--- config.mk ---
export PLATFORM = sky130hd
export DESIGN_NAME = dds_lut_scheduler
export DESIGN_NICKNAME = d
export VERILOG_FILES = /design/src/rtl/dds_pkg.sv /design/src/rtl/dds_chan_acc.sv /design/src/rtl/dds_lut_scheduler.sv
export SDC_FILE = /design/constraint.sdc
export NUM_CORES = 1
export LEC_CHECK = 0
export CORE_ASPECT_RATIO = 1.25
export CORE_MARGIN = 3
export CORE_UTILIZATION = 53
export CTS_CLUSTER_SIZE = 20
export DETAILED_ROUTE_END_ITERATION = 8
export PLACE_DENSITY = 0.87
export SYNTH_ARGS = -nofsm -noshare
export SYNTH_HDL_FRONTEND = slang
export SYNTH_SLANG_ARGS = --single-unit
export TNS_END_PERCENT = 100
--- constraint.sdc ---
create_clock -name clk -period 3.1 [get_ports clk]
set_clock_uncertainty 0.15 [all_clocks]
set_input_delay 0.62 -clock clk [delete_from_list [all_inputs] [get_ports clk]]
set_output_delay 0.62 -clock clk [all_outputs]
set_load 0.02 [all_outputs]
--- src/rtl/dds_pkg.sv ---
// Shared defaults and FSM state type for the multi-channel DDS LUT scheduler.
package dds_pkg;

  localparam int unsigned DDS_NCH   = 4;
  localparam int unsigned DDS_ACC_W = 24;
  localparam int unsigned DDS_PH_W  = 14;
  localparam int unsigned DDS_SIN_W = 12;

  typedef enum logic {
    ST_IDLE  = 1'b0,
    ST_SWEEP = 1'b1
  } dds_state_e;

endpackage

--- src/rtl/dds_chan_acc.sv ---
// One DDS channel: tuning-word register plus phase accumulator.
// Clear beats step; a step always uses the tuning word held before this edge.
module dds_chan_acc
  import dds_pkg::*;
#(
  parameter int unsigned ACC_W = DDS_ACC_W,
  parameter int unsigned PH_W  = DDS_PH_W
) (
  input  logic             clk,
  input  logic             rst_n,
  input  logic             step_i,
  input  logic             clr_i,
  input  logic             we_i,
  input  logic [ACC_W-1:0] ftw_i,
  output logic [PH_W-1:0]  phase_o
);

  logic [ACC_W-1:0] acc_q, acc_d;
  logic [ACC_W-1:0] ftw_q, ftw_d;

  always_comb begin
    acc_d = acc_q;
    if (clr_i) begin
      acc_d = '0;
    end else if (step_i) begin
      acc_d = acc_q + ftw_q;
    end
    ftw_d = we_i ? ftw_i : ftw_q;
  end

  always_ff @(posedge clk or negedge rst_n) begin
    if (!rst_n) begin
      acc_q <= '0;
      ftw_q <= '0;
    end else begin
      acc_q <= acc_d;
      ftw_q <= ftw_d;
    end
  end

  assign phase_o = acc_q[ACC_W-1 -: PH_W];

endmodule

--- src/rtl/dds_lut_scheduler.sv ---
// Time-multiplexes one combinational sine LUT across NCH phase accumulators,
// visiting one channel per cycle on each sample-rate tick.
module dds_lut_scheduler
  import dds_pkg::*;
#(
  parameter  int unsigned NCH   = DDS_NCH,
  parameter  int unsigned ACC_W = DDS_ACC_W,
  parameter  int unsigned PH_W  = DDS_PH_W,
  parameter  int unsigned SIN_W = DDS_SIN_W,
  localparam int unsigned AW    = (NCH > 1) ? $clog2(NCH) : 1
) (
  input  logic                 clk,
  input  logic                 rst_n,
  input  logic                 tick,
  input  logic [NCH-1:0]       ch_en,
  input  logic                 cfg_we,
  input  logic                 cfg_clr,
  input  logic [AW-1:0]        cfg_addr,
  input  logic [ACC_W-1:0]     cfg_data,
  input  logic                 ovr_clr,
  output logic [PH_W-1:0]      lut_phase,
  input  logic [SIN_W-1:0]     lut_sine,
  output logic [NCH*SIN_W-1:0] sample_data,
  output logic [NCH-1:0]       sample_valid,
  output logic                 busy,
  output logic                 frame_done,
  output logic                 overrun
);

  dds_state_e       state_q;
  logic [AW-1:0]    slot_q;
  logic [NCH-1:0]   sample_valid_q;
  logic             frame_done_q;
  logic             overrun_q, overrun_d;
  logic [NCH-1:0]   step;
  logic [PH_W-1:0]  phase [NCH];
  logic [SIN_W-1:0] sample_q [NCH];
  logic             sweep;
  logic             last_slot;

  assign sweep     = (state_q == ST_SWEEP);
  assign last_slot = (slot_q == AW'(NCH - 1));

  for (genvar c = 0; c < NCH; c++) begin : g_chan
    assign step[c] = sweep && (slot_q == AW'(c)) && ch_en[c];

    dds_chan_acc #(
      .ACC_W (ACC_W),
      .PH_W  (PH_W)
    ) u_acc (
      .clk     (clk),
      .rst_n   (rst_n),
      .step_i  (step[c]),
      .clr_i   (cfg_clr && (cfg_addr == AW'(c))),
      .we_i    (cfg_we && (cfg_addr == AW'(c))),
      .ftw_i   (cfg_data),
      .phase_o (phase[c])
    );

    always_ff @(posedge clk or negedge rst_n) begin
      if (!rst_n) begin
        sample_q[c] <= '0;
      end else if (step[c]) begin
        sample_q[c] <= lut_sine;
      end
    end

    assign sample_data[c*SIN_W +: SIN_W] = sample_q[c];
  end

  always_comb begin
    lut_phase = '0;
    if (sweep) begin
      lut_phase = phase[slot_q];
    end
  end

  // A tick that lands in the frame_done cycle sees IDLE, so back-to-back sweeps need no special case.
  always_ff @(posedge clk or negedge rst_n) begin
    if (!rst_n) begin
      state_q        <= ST_IDLE;
      slot_q         <= '0;
      sample_valid_q <= '0;
      frame_done_q   <= 1'b0;
    end else begin
      sample_valid_q <= step;
      frame_done_q   <= 1'b0;
      case (state_q)
        ST_IDLE: begin
          if (tick) begin
            state_q <= ST_SWEEP;
            slot_q  <= '0;
          end
        end
        ST_SWEEP: begin
          if (last_slot) begin
            state_q      <= ST_IDLE;
            slot_q       <= '0;
            frame_done_q <= 1'b1;
          end else begin
            slot_q <= slot_q + AW'(1);
          end
        end
        default: begin
          state_q <= ST_IDLE;
          slot_q  <= '0;
        end
      endcase
    end
  end

  always_comb begin
    overrun_d = overrun_q;
    if (ovr_clr) begin
      overrun_d = 1'b0;
    end
    if (tick && sweep) begin
      overrun_d = 1'b1;
    end
  end

  always_ff @(posedge clk or negedge rst_n) begin
    if (!rst_n) begin
      overrun_q <= 1'b0;
    end else begin
      overrun_q <= overrun_d;
    end
  end

  assign sample_valid = sample_valid_q;
  assign frame_done   = frame_done_q;
  assign busy         = sweep;
  assign overrun      = overrun_q;

endmodule

## After elaboration in Yosys (flattened, before gate mapping)

Cells that the tools add are included.

| cells by class | value |
|---|---|
| add/sub/neg operators | 5 |
| $lt $le $gt $ge | 1 |
| eq/ne operators | 7 |
| muxes and demuxes | 22 |
| bitwise gates (word level) | 2 |
| reductions and logical operators | 24 |

Operators by type and width:

| kind | number |
|---|---|
| two-way mux 24 bit | 8 |
| adder 24 bit | 4 |
| two-way mux 14 bit | 3 |
| binary-select mux 14 bit (select 2 bit) | 1 |
| logical AND 1 bit | 17 |
| nonzero test 2 bit | 5 |
| == test 2 bit, second input constant | 4 |
| two-way mux 1 bit | 6 |
| == test 2 x 1 -> 1 bit, second input constant | 2 |
| zero test 2 bit | 2 |
| two-way mux 2 bit | 2 |
| case mux 2 bit (2 select lines) | 1 |
| >= comparator 3 bit, second input constant | 1 |
| NOT 2 -> 3 bit | 1 |
| adder 2 x 1 -> 2 bit, second input constant | 1 |
| != test 2 bit, second input constant | 1 |
| case mux 1 bit (2 select lines) | 1 |
| NOT 1 bit | 1 |

| storage, ports and cells | value |
|---|---|
| bits in registers | 249 |
| input bits | 48 |
| output and inout port bits | 69 |
| logic and storage cells | 78 |

## Depth between registers and ports, before layout

Gate-level depths: netlist of run 1.

| depth | value |
|---|---|
| depth after elaboration | 5 |
| depth in mapped cells | 12 |
| gate-level depth less buffers | 12 |

## Cells and area by module

A second synthesis of run 1 with hierarchy kept.

| second synthesis, totals | value |
|---|---|
| cell total of the unflattened synthesis | 1416 |
| area, all modules | 15180.8 sq um |

Modules (own cells, without submodules):

| module | instances | cells each | area each (sq um) |
|---|---|---|---|
| dds_chan_acc at g_chan[0].u_acc ... | 2 | 302 | 3113.0 |
| dds_chan_acc at g_chan[2].u_acc ... | 2 | 310 | 3113.0 |
| dds_lut_scheduler | 1 | 192 | 2728.9 |

## Least setup slack after synthesis of run 1

OpenSTA, ideal clock, no wires.

| timing | value |
|---|---|
| kind | reg-to-reg |
| start point | register g_chan[3].u_acc.ftw_q[0] |
| end point | register g_chan[3].u_acc.acc_q[22] |
| setup time | 86 ps |
| arrival | 2751 ps |
| data required time | 2864 ps |
| path slack | 113 ps |
| stages on the path, launching flop included | 13 |
| buffers on the path | 0 |
| path through | dfrtp_1 -> ha_1 -> fa_1 -> a21oi_1 -> o21ai_1 -> a2111oi_2 -> o31ai_1 -> a31oi_2 -> o21ai_2 -> a31oi_1 -> o21ai_0 -> mux2i_1 -> nor3_1 |

| between the ends | value |
|---|---|
| cells in the longest elaborated chain, start to end | 3 |

Ends and longest elaborated chain:

| element | line | text |
|---|---|---|
| start, declared | dds_chan_acc.sv:19 | `logic [ACC_W-1:0] ftw_q, ftw_d;` |
| start signal, assigned | dds_chan_acc.sv:37 | `ftw_q <= ftw_d;` |
| adder 24 bit | dds_chan_acc.sv:26 | `acc_d = acc_q + ftw_q;` |
| two-way mux 24 bit | dds_chan_acc.sv:25 | `end else if (step_i) begin` |
| two-way mux 24 bit | dds_chan_acc.sv:23 | `if (clr_i) begin` |
| end signal, assigned | dds_chan_acc.sv:33 | `acc_q <= '0;` |
| end signal, assigned | dds_chan_acc.sv:36 | `acc_q <= acc_d;` |
| end, declared | dds_chan_acc.sv:18 | `logic [ACC_W-1:0] acc_q, acc_d;` |

No other way between the ends. The select of a mux whose other input is x is not followed.
A chain may end at the register's enable or synchronous reset.

## Final worst setup path of run 1

| timing | value |
|---|---|
| start point | register g_chan[3].u_acc.ftw_q[0] |
| end point | register g_chan[3].u_acc.acc_q[20] |

The elaborated chain is that of the path after synthesis.

==> results_dict.tcl, run 1 <==
set metrics [dict create \
    avgRoutedWirePerCell_um 20.2 \
    yosys.area_share.xor_xnor_pct 4.98 \
    cts_inserted_buffers 26 \
    nFillCells 1980 \
    fp.dieH_um 188 \
    powerDensity_mw_per_mm2 985 \
    ir_drop_uv 661 \
    synth.mux.area_fraction_pct 10.1 \
    clk_pin_slew_ns 0.06 \
    dieArea_mm2 0.0285 \
    synthTopCellsByCount "331 x nand2_1, 249 x dfrtp_1, 136 x a21oi_1" \
    slew_viol_final 0 \
    synthesis.nets 1590 \
    critPathMaxFanout 3 \
    path_class "reg2reg" \
    p_total_mw 16.9 \
    cts-root-buf "clkbuf_16" \
    fin_crit_ns 3.14 \
    antenna_found_initial 0 \
    synth_edf_count 0 \
    worst_slack_ns -0.0415 \
    grt_pass1_vias 11800 \
    syn_area_per_cell_um2 9.75 \
    status "complete, but fails checks" \
    maxCapViolations 0 \
    place.gp.congestion 0.902 \
    synthAdderAreaFrac_pct 9.12 \
    clkSinkCount 249 \
    timing.fmax_ghz 0.318 \
    routed-via-count 11600 \
    clock_path_buffers 3 \
    detailed_place_hpwl_um 26900 \
    yosysWarningCount 0 \
    grt_usage_pct 26.7 \
    row_count 66 \
    cp.required_ns 3.40 \
    area_growth_pct 22.3 \
    overflow 0 \
    synth_top_family_by_area "simple AND/OR/NAND/NOR gates" \
    power.leakage_nw 8.14 \
    tightest_slew_ns 0.630 \
    finalSetupViolCount 3 \
    dp.cells 1884 \
    start_util_pct 53.9 \
    final_core_utilization_pct 65.9 \
    io_pins 117 \
    yosys.area_share.simple_pct 15.1 \
    drive_gt1_share_pct 16.9 \
    hp-class "reg2reg" \
    drt_wl_total_um 39300 \
    grt_max_degree 73 \
    clk_latency_ns 0.53 \
    die_x_um 152 \
    synth_seq_cells 249 \
    antenna_cells 0 \
    violations "negative setup slack" \
    core_area_mm2 0.0261 \
    cp-end-kind "register" \
    finalCritPeriodShare_pct 101 \
    synthArstFlopShare_pct 100 \
    synth.largest_area_cell "dfrtp_1" \
    htreeDepth 1 \
    worstPathArrival_ns 3.44 \
    layout.nets 1740 \
    yosysSeqAreaShare_pct 44.3 \
    drt_iter0_markers 683 \
    drt.antenna.violating_nets 0 \
    rsz0062_at_grt "yes" \
    hold_viol_final 0 \
    cp-start-kind "register" \
    slew_headroom_pct 57.7 \
    dr.pass1.iters 5 \
    layout.cells.non_filler 1951 \
    synth_flop_cell "dfrtp_1" \
    netlist_top_cells_area "dfrtp_1 44%, nand2_1 8.8%, ha_1 8.5%" \
    drc 0 \
    port_buffers 116 \
    synth_compound_gate_area_share_pct 14.2 \
    synth_cell_types 61 \
    cts_tree "built" \
    grt_pass1_wl_um 60700 \
    syn_inst 1442 \
    post-synth-top-count-cell "nand2_1" \
    synth_top_area_share_pct 44.3 \
    via_per_inst 5.96 \
    syn-cell-area_mm2 0.0141 \
]
[cell families after synthesis]
family	Yosys count
xor gates and xnor gates	80
buffers and inverters	84
AOI/OAI and AO/OA	320
muxes	112
DFF	249
and+or+nand+nor	497
adders and majority gates	100
[cell usage in the layout, fill, tap and decap left out, types with 5 or more instances in the layout]
cell type | synthesis | layout
dlygate4sd2_1 | 0 | 11
mux2_2 | 96 | 96
a21oi_1 | 136 | 126
dfrtp_1 | 249 | 249
nand2_1 | 331 | 330
buf_12 | 0 | 5
nor2_1 | 57 | 57
ha_1 | 96 | 89
clkbuf_1 | 56 | 5
o21ai_0 | 49 | 43
a21oi_2 | 2 | 11
xnor2_1 | 54 | 53
o21a_1 | 8 | 8
o21ai_1 | 1 | 6
nor3_1 | 11 | 10
inv_1 | 23 | 23
and3_1 | 5 | 5
a31oi_1 | 15 | 12
nand2b_1 | 13 | 13
buf_4 | 0 | 58
and2_1 | 19 | 19
a211oi_1 | 15 | 12
xor2_1 | 26 | 25
a21o_1 | 40 | 40
nand3_1 | 21 | 19
nor2b_1 | 14 | 14
a22o_1 | 6 | 6
or3_1 | 9 | 9
nand4_1 | 6 | 6
o21bai_1 | 8 | 8
clkbuf_8 | 0 | 5
nand3b_1 | 5 | 5
clkinv_2 | 0 | 5
clkbuf_16 | 0 | 27
mux4_2 | 14 | 14
clkdlybuf4s50_1 | 0 | 101
[worst max-delay path: stages, from the launching register on]
cell and delay (ns):
dfrtp_1 0.40, ha_2 0.21, fa_2 0.40, a21oi_4 0.21
o21ai_4 0.09, a2111oi_4 0.41, o31ai_2 0.14, a31oi_2 0.30
o21ai_2 0.14, a31oi_2 0.20, buf_4 0.14, xnor2_2 0.09
nand2_1 0.06, a21oi_1 0.13
[flip-flops by register name, summed over array words and instances, names as in the netlist]
register            flops
g_chan.u_acc.acc_q     96
g_chan.u_acc.ftw_q     96
sample_data            48
sample_valid            4
slot_q                  2
busy                    1
frame_done              1
overrun                 1
[per-layer routing]
metal | part of all wire, % | vias to the layer above | GRT usage (%)
li1 | - | 5338 | -
met1 | 39 | 5686 | 32.4
met2 | 48 | 463 | 43.9
met3 | 6.1 | 137 | 4.40
met4 | 7.4 | 0 | 16.7
met5 | 0 | - | 0
[layout make-up]
cell class | instances | area [µm²] | area share (%)
tap | 340 | 425 | 2.47
timing repair buffer | 181 | 1720 | 10.0
multi-input combinational | 1109 | 7810 | 45.4
clock buffer | 37 | 763 | 4.44
clock inverter | 10 | 153 | 0.888
inverter | 25 | 93.8 | 0.546
sequential | 249 | 6230 | 36.2
[timing repair]
action | CTS | global route
setup buffers | 6 | 13
hold buffers | 1 | 0
resized for setup | 29 | 46
endpoints found under the hold margin | 67 | 0
pin swaps | 9 | 39
setup endpoints to repair | 24 | 24
[per-stage QoR]
stage          setup slack (ns)  hold slack (ns)  TNS (ns)  area (µm²)
6_report                -0.0415            0.327   -0.0876       17200
5_1_grt                  -0.190            0.348    -0.763       17200
4_1_cts                 0.00123            0.331         0       16900
3_5_place_dp             -0.120            0.313    -0.543       15800
3_3_place_gp            -0.0383            0.308   -0.0383       15800
2_1_floorplan             0.113            0.174         0       14100
[worst paths after layout]
check / depth (start not counted) / slack (ns) / end / from
setup / recovery: 13 / -0.04 / g_chan[3].u_acc.acc_q[20]$_DFFE_PN0P_ / g_chan[3].u_acc.ftw_q[0]$_DFFE_PN0P_
hold / removal: 2 / 0.33 / sample_data[5]$_DFFE_PN0P_ / sample_data[5]$_DFFE_PN0P_
setup reg to reg: 13 / -0.04 / g_chan[3].u_acc.acc_q[20]$_DFFE_PN0P_ / g_chan[3].u_acc.ftw_q[0]$_DFFE_PN0P_
hold reg to reg: 2 / 0.33 / sample_data[5]$_DFFE_PN0P_ / sample_data[5]$_DFFE_PN0P_
max in group asynchronous: 3 / 1.49 / g_chan[3].u_acc.ftw_q[22]$_DFFE_PN0P_ / rst_n
min in group asynchronous: 2 / 0.48 / g_chan[0].u_acc.ftw_q[23]$_DFFE_PN0P_ / rst_n
[where the power goes]
part	total (mW)	switching [mW]	internal (mW)
clock	3.35	1.31	2.04
sequential	5.14	0.847	4.29
combinational	8.46	4.58	3.88
No activity file was read; power rests on OpenSTA's default activity.
==> inputs of run 2 (changes only) <==
CORE_UTILIZATION = 58   (was 53)
DONT_BUFFER_PORTS = 1   (was unset)
PLACE_DENSITY = 0.86   (was 0.87)
==> results_dict.tcl, run 2 (synthesis gave the netlist of run 1 again) <==
set metrics [dict create \
    via_per_inst 6.10 \
    clk_pin_slew_ns 0.07 \
    fin_area_mm2 0.0156 \
    cts_tree "built" \
    slowest_delay_ns 0.41 \
    rsz0062_at_grt "yes" \
    status "complete, but fails checks" \
    detailed_place_hpwl_um 24900 \
    grt_usage_pct 27.0 \
    fin_crit_ns 3.15 \
    ir_drop_uv 660 \
    holdWs_ns -0.368 \
    critPathMaxFanout 3 \
    grt_pass1_vias 11200 \
    path_delay_family "compound AO/OA/AOI/OAI gates" \
    slew_viol_final 0 \
    fp.dieH_um 180 \
    final_cell_mix "331 x nand2_1, 249 x dfrtp_1, 124 x a21oi_1, 96 x mux2_2, 92 x ha_1" \
    htreeDepth 1 \
    cp-start-kind "register" \
    worstPathArrival_ns 3.43 \
    maxCapViolations 0 \
    clock_path_buffers 3 \
    drt.antenna.violating_nets 0 \
    worst_slack_ns -0.0519 \
    dieArea_mm2 0.0262 \
    grt_pass1_wl_um 57800 \
    row_count 63 \
    drive_gt1_share_pct 16.6 \
    final_core_utilization_pct 65.6 \
    seqCellArea_mm2 0.00623 \
    violations "negative hold slack, negative setup slack" \
    tns_ns -0.0705 \
    core_area_mm2 0.0238 \
    critPathSlowestCell "fa_2" \
    cts_inserted_buffers 25 \
    cp.required_ns 3.38 \
    hold_viol_final 249 \
    io_pins 117 \
    avgRoutedWirePerCell_um 20.1 \
    cp-end-kind "register" \
    drt_wl_total_um 36200 \
    dr.pass1.iters 5 \
    powerDensity_mw_per_mm2 992 \
    final_common_cell "nand2_1" \
    grt_max_degree 250 \
    antenna_found_initial 0 \
    cts-root-buf "clkbuf_16" \
    routed-via-count 11000 \
    place.gp.congestion 0.929 \
    port_buffers 0 \
    slew_headroom_pct 27.5 \
    antenna_cells 0 \
    clkSinkCount 249 \
    path_class "reg2reg" \
    cp_cell_sequence "ha_2 -> fa_2 -> a21oi_4 -> o21ai_4 -> a2111oi_4 -> o31ai_2 -> a31oi_2 -> buf_4 -> nor3_2 -> a211oi_2 -> xnor2_1 -> nand2_1 -> a21oi_2" \
    finalSetupViolCount 2 \
    p_total_mw 15.5 \
    multi_input_comb_area_mm2 0.00770 \
    tightest_slew_ns 1.09 \
    power.leakage_nw 7.40 \
    clk_latency_ns 0.53 \
    dpl_cell_area_mm2 0.0145 \
    start_util_pct 59.0 \
    hp-class "in2async" \
    die_x_um 145 \
    area_growth_pct 11.0 \
    overflow 0 \
    finalCritPeriodShare_pct 102 \
    nFillCells 1790 \
    crit_buf_inv 1 \
    drt_iter0_markers 820 \
    layout.nets 1603 \
    timing.fmax_ghz 0.317 \
    drc 0 \
]
run 2: changes by cell type in the layout (fill, tap and decap cells not counted), moves of 3 or more:
cell,previous run,this run
clkdlybuf4s50_1,101,0
buf_4,58,45
dlygate4sd2_1,11,0
buf_12,5,0
ha_4,4,0
dlymetal6s2s_1,3,0
ha_1,89,92
o21ai_0,43,40
o21ai_1,6,9
run 2: what timing repair did:
item	4_1_cts	5_1_grt
gates cloned	0	0
gates resized for setup	6	41
endpoints found under the hold margin	249	249
setup buffers	7	4
setup endpoints to repair	6	29
pin swaps	5	27
run 2: worst paths after layout:
| path | to | start | cells past startpoint | slack, ns |
|---|---|---|---|---|
| hold / removal | g_chan[0].u_acc.ftw_q[23]$_DFFE_PN0P_ | rst_n | 0 | -0.37 |
| setup / recovery | g_chan[3].u_acc.acc_q[18]$_DFFE_PN0P_ | g_chan[3].u_acc.ftw_q[0]$_DFFE_PN0P_ | 13 | -0.05 |
| min in group clk | slot_q[1]$_DFFE_PN0P_ | tick | 1 | 0.03 |
| max in group asynchronous | g_chan[1].u_acc.acc_q[23]$_DFFE_PN0P_ | rst_n | 0 | 2.66 |
| setup reg to reg | g_chan[3].u_acc.acc_q[18]$_DFFE_PN0P_ | g_chan[3].u_acc.ftw_q[0]$_DFFE_PN0P_ | 13 | -0.05 |
| hold reg to reg | g_chan[1].u_acc.ftw_q[2]$_DFFE_PN0P_ | g_chan[1].u_acc.ftw_q[2]$_DFFE_PN0P_ | 1 | 0.36 |
run 2: per-stage QoR:
stage / cells / setup slack, ns
2_1_floorplan: 1442 / 0.113
3_3_place_gp: 1742 / 0.0118
3_5_place_dp: 1742 / -0.121
4_1_cts: 1795 / 0.0181
5_1_grt: 1799 / -0.192
6_report: 1799 / -0.0519
run 2: power by group:
group | internal (mW) | switching, mW
Combinational | 3.05 | 3.77
Clock | 1.81 | 1.32
Sequential | 4.28 | 1.25
Total | 9.15 | 6.33
run 2: area by class of cell:
cell class / instances / area share (%)
clock buffers: 32 / 4.37
clock inverters: 14 / 1.03
inverters: 25 / 0.601
multi-input cells: 1109 / 49.3
flip-flops and latches: 249 / 39.9
well taps: 325 / 2.61
repair buffers: 45 / 2.16
run 2: per-layer routing:
metal / global-route usage (%) / routed length [µm] / share of wire, %
met5: 0 / 0 / 0
met4: 15.7 / 2600 / 7.2
met3: 5.76 / 2710 / 7.5
met2: 45.4 / 17300 / 48
met1: 32.2 / 13600 / 38
==> inputs of run 3 (changes only) <==
MAX_ROUTING_LAYER = met4   (was unset)
==> results_dict.tcl, run 3 (synthesis gave the netlist of run 1 again) <==
set metrics [dict create \
    drt_iter0_markers 729 \
    routed-via-count 11000 \
    holdWs_ns -0.375 \
    drc 0 \
    drive_gt1_share_pct 16.8 \
    area_growth_pct 11.7 \
    status "complete, but fails checks" \
    grt_max_degree 250 \
    nFillCells 1804 \
    dpl_cell_area_mm2 0.0145 \
    dieArea_mm2 0.0262 \
    grt_usage_pct 27.7 \
    core_area_mm2 0.0238 \
    htreeDepth 1 \
    cp-end-kind "register" \
    worstPathArrival_ns 3.44 \
    dp.cells 1741 \
    violations "negative hold slack, negative setup slack" \
    fin_crit_ns 3.15 \
    ir_drop_uv 586 \
    worst_slack_ns -0.0490 \
    finalSetupViolCount 2 \
    start_util_pct 59.0 \
    clk_pin_slew_ns 0.07 \
    clock_path_buffers 3 \
    via_per_inst 6.09 \
    antenna_found_initial 0 \
    cts_tree "built" \
    cts-root-buf "clkbuf_16" \
    port_buffers 0 \
    final_core_utilization_pct 66.0 \
    die_x_um 145 \
    cp-start-kind "register" \
    grt_pass1_vias 11100 \
    critPathMaxFanout 3 \
    tightest_slew_ns 1.07 \
    hp-class "in2async" \
    drt.antenna.violating_nets 0 \
    power.leakage_nw 7.45 \
    path_class "reg2reg" \
    hold_viol_final 249 \
    final_cell_mix "331 x nand2_1, 249 x dfrtp_1, 126 x a21oi_1, 96 x mux2_2, 93 x ha_1" \
    drt_wl_total_um 36500 \
    layout.cells.non_filler 1800 \
    finalCritPeriodShare_pct 102 \
    clk_latency_ns 0.54 \
    grt_pass1_wl_um 57500 \
    clkSinkCount 249 \
    fp.dieH_um 180 \
    fin_area_mm2 0.0157 \
    timing.fmax_ghz 0.318 \
    slew_headroom_pct 28.5 \
    cts_inserted_buffers 25 \
    overflow 0 \
    slew_viol_final 0 \
    powerDensity_mw_per_mm2 1000 \
    dr.pass1.iters 5 \
    row_count 63 \
    rsz0062_at_grt "yes" \
    place.gp.congestion 0.946 \
    maxCapViolations 0 \
    layout.nets 1603 \
    final_common_cell "nand2_1" \
    avgRoutedWirePerCell_um 20.3 \
    detailed_place_hpwl_um 24800 \
    cp.required_ns 3.39 \
    io_pins 117 \
]
==> run 3: cell types whose count changed in the layout (fill, tap and decap cells not counted), moves of 2 or more <==
cell,delta
a21oi_1,+2
a21oi_2,-2
bufinv_16,+2
clkbuf_1,-3
clkbuf_8,+4
clkinvlp_4,-2
ha_2,-2
o21ai_0,+5
o21ai_1,-5
==> run 3: through the flow <==
stage	power, mW	setup TNS (ns)	setup slack [ns]
6_report	15.8	-0.0662	-0.0490
5_1_grt	16.8	-0.803	-0.223
4_1_cts	15.4	0	0.00174
3_5_place_dp	11.9	-0.672	-0.230
3_3_place_gp	11.6	-0.0590	-0.0425
2_1_floorplan	10.4	0	0.113
==> run 3: power breakdown <==
part	leakage, nW	internal [mW]	switching [mW]
logic	3.86	3.06	3.78
registers	3.13	4.28	1.25
clock network	0.459	2.06	1.32
==> run 3: what timing repair did <==
action,in CTS,in global routing
setup endpoints to repair,6,28
hold endpoints to repair,249,249
pin swaps,7,27
resized for setup,5,36
setup buffers,2,10
==> run 3: worst paths after layout <==
check | from | end | slack (ns) | cells after the start
worst min register to register | g_chan[3].u_acc.ftw_q[13]$_DFFE_PN0P_ | g_chan[3].u_acc.ftw_q[13]$_DFFE_PN0P_ | 0.36 | 1
worst max register to register | g_chan[3].u_acc.acc_q[0]$_DFFE_PN0P_ | g_chan[3].u_acc.acc_q[20]$_DFFE_PN0P_ | -0.05 | 13
min in group clk | tick | slot_q[1]$_DFFE_PN0P_ | 0.03 | 1
worst max-delay path | g_chan[3].u_acc.acc_q[0]$_DFFE_PN0P_ | g_chan[3].u_acc.acc_q[20]$_DFFE_PN0P_ | -0.05 | 13
worst min-delay path | rst_n | g_chan[0].u_acc.acc_q[21]$_DFFE_PN0P_ | -0.37 | 0
max in group asynchronous | rst_n | g_chan[1].u_acc.ftw_q[5]$_DFFE_PN0P_ | 2.72 | 0
==> run 3: final cells by class <==
class                      instances  area, µm²  share of cell area, %
antenna                            1       2.50                 0.0159
clock buffer                      33        726                   4.62
clock inverter                    13        200                   1.27
inverter                          25       93.8                  0.598
multi-input combinational       1109       7710                   49.1
sequential                       249       6230                   39.7
tap                              325        407                   2.59
timing repair buffer              45        338                   2.15
==> run 3: metal layers <==
metal	global-route usage, %	routed length (µm)	part of all wire (%)
met4	16.1	2490	6.8
met3	5.16	2330	6.4
met2	45.4	17600	48
met1	32.1	14100	39
met5	-	0	0
==> run 3: worst max-delay path, stage by stage (launching register included) <==
cell and delay [ns]:
dfrtp_1 0.39, ha_2 0.20, fa_2 0.39, a21oi_4 0.17, o21ai_4 0.08, a2111oi_4 0.43, o31ai_2 0.16, a31oi_2 0.29
o21ai_2 0.12, a31oi_2 0.20, buf_4 0.14, xnor2_2 0.10, nand2_1 0.09, a21oi_2 0.17
